<file path="src/rtl/prog_loader.sv">
// Streams a length-prefixed program of 16-bit words into instruction memory while holding the CPU.
// Optional trailing XOR checksum byte when PROG_LOADER_CHECKSUM_EN is defined.
module prog_loader #(
  parameter logic [15:0] BASE_ADDR = 16'h0000,
  parameter int unsigned MAX_WORDS = 512
) (
  input  logic        CLK,
  input  logic        RST,
  input  logic        start,
  input  logic        rx_valid,
  input  logic [7:0]  rx_data,
  output logic        rx_ready,
  output logic        imem_we,
  output logic [15:0] imem_addr,
  output logic [15:0] imem_wdata,
  output logic        cpu_hold,
  output logic        done,
  output logic        error,
  output logic [15:0] words_loaded
);

  typedef enum logic [2:0] {
    IDLE, LEN_LO, LEN_HI, DATA_LO, DATA_HI, CHK, DONE, ERR
  } state_t;

  state_t      state_q, state_d, state_end;
  logic [7:0]  len_lo_q;
  logic [7:0]  data_lo_q;
  logic [15:0] count_q;
  logic [15:0] count_full;
  logic        accept;
  logic        last_word;
  logic        restart;

`ifdef PROG_LOADER_CHECKSUM_EN
  logic [7:0]  csum_q;
`endif

  assign accept     = rx_valid && rx_ready;
  assign count_full = {rx_data, len_lo_q};
  assign last_word  = (words_loaded + 16'd1) == count_q;
  assign restart    = start && (state_q == IDLE || state_q == DONE || state_q == ERR);

  always_comb begin
    state_d   = state_q;
    rx_ready  = 1'b0;
`ifdef PROG_LOADER_CHECKSUM_EN
    state_end = CHK;
`else
    state_end = DONE;
`endif
    case (state_q)
      IDLE, DONE, ERR: begin
        if (start) state_d = LEN_LO;
      end
      LEN_LO: begin
        rx_ready = 1'b1;
        if (accept) state_d = LEN_HI;
      end
      LEN_HI: begin
        rx_ready = 1'b1;
        if (accept) begin
          if ({16'h0000, count_full} > MAX_WORDS) state_d = ERR;
          else if (count_full == 16'h0000)       state_d = state_end;
          else                                   state_d = DATA_LO;
        end
      end
      DATA_LO: begin
        rx_ready = 1'b1;
        if (accept) state_d = DATA_HI;
      end
      DATA_HI: begin
        rx_ready = 1'b1;
        if (accept) state_d = last_word ? state_end : DATA_LO;
      end
`ifdef PROG_LOADER_CHECKSUM_EN
      CHK: begin
        rx_ready = 1'b1;
        if (accept) state_d = (rx_data == csum_q) ? DONE : ERR;
      end
`endif
      default: state_d = IDLE;
    endcase
  end

  always_comb begin
    done     = (state_q == DONE);
    error    = (state_q == ERR);
    cpu_hold = (state_q != DONE);
  end

  always_ff @(posedge CLK) begin
    if (RST) begin
      state_q      <= IDLE;
      imem_we      <= 1'b0;
      imem_addr    <= BASE_ADDR;
      imem_wdata   <= '0;
      words_loaded <= '0;
      len_lo_q     <= '0;
      data_lo_q    <= '0;
      count_q      <= '0;
`ifdef PROG_LOADER_CHECKSUM_EN
      csum_q       <= '0;
`endif
    end else begin
      state_q <= state_d;
      imem_we <= 1'b0;
      if (restart) begin
        words_loaded <= '0;
`ifdef PROG_LOADER_CHECKSUM_EN
        csum_q       <= '0;
`endif
      end
      if (accept) begin
        case (state_q)
          LEN_LO:  len_lo_q  <= rx_data;
          LEN_HI:  count_q   <= count_full;
          DATA_LO: data_lo_q <= rx_data;
          DATA_HI: begin
            // Address uses the pre-increment count; both update on the same edge.
            imem_we      <= 1'b1;
            imem_wdata   <= {rx_data, data_lo_q};
            imem_addr    <= BASE_ADDR + words_loaded;
            words_loaded <= words_loaded + 16'd1;
          end
          default: ;
        endcase
`ifdef PROG_LOADER_CHECKSUM_EN
        if (state_q != CHK) csum_q <= csum_q ^ rx_data;
`endif
      end
    end
  end

endmodule

</file>
<file path="config.mk">
export PLATFORM = sky130hd
export DESIGN_NAME = prog_loader
export DESIGN_NICKNAME = d
export VERILOG_FILES = /design/src/rtl/prog_loader.sv
export SDC_FILE = /design/constraint.sdc
export NUM_CORES = 1
export LEC_CHECK = 0
export ABC_AREA = 1
export CAP_MARGIN = 15
export CORE_UTILIZATION = 45
export CTS_CLUSTER_DIAMETER = 40
export DETAILED_ROUTE_END_ITERATION = 12
export GPL_TIMING_DRIVEN = 0
export PLACE_DENSITY = 0.7
export SETUP_SLACK_MARGIN = 0.05
export SLEW_MARGIN = 20
export SYNTH_ARGS = -nofsm -noshare
export SYNTH_HDL_FRONTEND = slang
export SYNTH_SLANG_ARGS = --single-unit
</file>
<file path="constraint.sdc">
create_clock -name CLK -period 2.6 [get_ports CLK]
set_clock_uncertainty 0.1 [all_clocks]
set_input_delay 0.39 -clock CLK [delete_from_list [all_inputs] [get_ports CLK]]
set_output_delay 0.39 -clock CLK [all_outputs]
set_load 0.005 [all_outputs]
</file>
==> metrics.cfg <==
[cts]
cts_root_buffer=clkbuf_8
clock_latency_ns=0.37
tritoncts.num_buffers=9
cts_sinks=84
tritoncts=yes
cts_max_path_buffers=2
htreeDepth=3
cts_setup_buffers=0
clkSlewWorstSetupHoldPaths_ns=0.09

[yosys]
synth_common_cells=nand2_1 (111), dfxtp_1 (84), o21ai_0 (61)
yosysWarningCount=0
synth_edf_count=0
ys_types=33
ys_seq_elements=84
async_reset_ff_frac=0
syn_inst=503
synth_top_cells_by_area=dfxtp_1 (46%), nand2_1 (11%), o21ai_0 (8.3%), inv_1 (6.0%), nand3_1 (5.6%)
synthFlopType=dfxtp_1
netlist_area_um2=3679
yosys.cell_count.top_type=nand2_1
yosysTopAreaCellShare=0.4571
yosysSeqAreaShare=0.4571
post-synth-top-area-cell=dfxtp_1
syn_area_per_cell_um2=7.313
syn_nets=516

[detailed_routing]
via_per_inst=5.317
wire_per_inst_um=14.69
wl_mm=10.05
ant_nets=0
firstDrtPassIters=4
num_vias=3637
drtIter0Drc=179
route.detailed.drc=0

[status]
status=completed

[layout]
layout.nets=590
drive_gt1_frac=0.06701
finish.utilization=0.5963
multiInputGateArea_um2=1700
syn_to_final_growth_pct=26.56
num-fill-cells=735
antenna_cells=0
regArea_um2=1683
postLayoutCellArea_um2=4656

[sta]
rsz0062_at_grt=no
finalSetupTns_ns=0
period_share=0.8801
fmax_mhz=437.0
tightest_slew_ns=0.5262
setup_ws_ns=0.3116
period_needed_ns=2.288
maxSlewViolCount=0
max-slew-margin-rel=0.6492
finalHoldViolations=0
setup_viol=0

[placement]
gp_routability_congestion=0.8504
dpl_cell_area_um2=4437
dp_hpwl_mm=7.531
numPortBuffers=63
dp_slack_ns=-0.08445

[grt]
grtUsageTotal=0.2497
grt_overflow_total=0
grt_pass1_vias=3338
antenna_found_initial=0
grt_pass1_wl_mm=16.49
grt_max_degree=18

[floorplanning]
core_um2=7807
row_count=32
die_area_um2=8540
io-pin-count=65
dieWidth_um=92.41
start_util=0.4712
die_h_um=92.41

[power_and_ir_drop]
p_per_area_nw_per_um2=694.2
cellLeakagePower_nw=1.867
ir_worst_vdd_uv=421.5
finalPower_mw=3.232

[critical_path]
crit_path_max_fanout=10
crit_path_end_kind=flip-flop
cp_data_required_time_ns=2.74
cp.arrival_ns=2.43
crit_path_start_kind=primary input
crit_type=primary input to flip-flop

[hold_path]
hold_path.class=primary input to flip-flop

[flow_run]
maxCapViolations=0

-- critical path, cell delays in order --
cell and delay [ns]:
clkdlybuf4s50_1 0.53, inv_1 0.07, nor2_1 0.32, inv_1 0.15
nand2_2 0.23, inv_1 0.19, buf_1 0.30, nand3_1 0.16
o21ai_0 0.08
-- layout by cell type (no fill, tap or decap), types with 2 or more instances in the layout --
cell type	netlist	routed
nor3_1	3	3
dfxtp_1	84	83
nand3_1	41	41
inv_8	0	2
o21ai_0	61	61
inv_1	59	59
nand4_1	11	11
o31ai_1	4	4
nand2_2	3	3
nor2_1	38	38
o32ai_1	5	5
o22ai_1	2	2
nor4_1	3	3
xor2_1	2	2
clkdlybuf4s50_1	0	63
nor2_2	5	5
buf_2	6	6
nand2_1	111	111
nor2_4	3	3
clkbuf_1	11	11
a21oi_1	29	29
clkbuf_8	0	9
a22o_1	9	9
-- logic make-up (layout without fill, tap and decap cells) --
logic type,count (synthesis),in the layout,share of synthesized area
XOR/XNOR,4,4,0.01327
AND/OR/NAND/NOR,223,223,0.2697
adder cells (fa/ha/maj),1,1,0.003401
buffers and inverters,77,156,0.08061
flip-flops,84,84,0.4571
AO/OA/AOI/OAI,114,114,0.1759
-- layer usage --
metal,wire [um],GRT usage,vias up
met4,208,0.09245,0
li1,-,-,1823
met5,0,0,-
met2,4815,0.4179,122
met3,597,0.04433,21
met1,4425,0.3202,1671
-- flip-flops by register name (all words and copies together) (netlist names) --
register / flops
count_q: 16
len_lo_q: 8
imem_we: 1
imem_wdata: 16
data_lo_q: 8
imem_addr: 16
state_q: 3
words_loaded: 16
-- path summary, 6_finish.rpt --
path / startpoint / endpoint / slack [ns] / cells after the start
setup / recovery: rx_valid / words_loaded[0] / 0.31 / 9
hold / removal: RST / state_q[2] / 0.32 / 2
setup reg to reg: words_loaded[0] / state_q[0] / 0.32 / 14
hold reg to reg: imem_addr[8] / imem_addr[8] / 0.36 / 2
-- final cells by class --
cell class / count / share of cell area
Tap cell: 102 / 0.02741
Multi-Input combinational cell: 342 / 0.3652
Timing Repair Buffer: 63 / 0.1354
Inverter: 59 / 0.04757
Sequential cell: 84 / 0.3615
Clock inverter: 7 / 0.02016
Buffer: 18 / 0.01612
Clock buffer: 9 / 0.02661
-- stage by stage --
step,hold slack (ns),cells
floorplan,0.3438,503
global placement,0.3392,668
detailed placement,0.3457,668
CTS,0.3145,684
global route,0.3291,684
finish,0.3185,684
-- power by group --
group	total [mW]	internal, mW	switching, mW
combinational	0.699	0.264	0.435
clock	1.02	0.470	0.546
sequential	1.52	1.41	0.106
total	3.23	2.15	1.09
-- timing repair --
action / CTS / global route
gates resized for setup: 0 / 1
setup endpoints to repair: 0 / 1
hold buffers: 0 / 0
No activity file was read; power rests on OpenSTA's default activity.
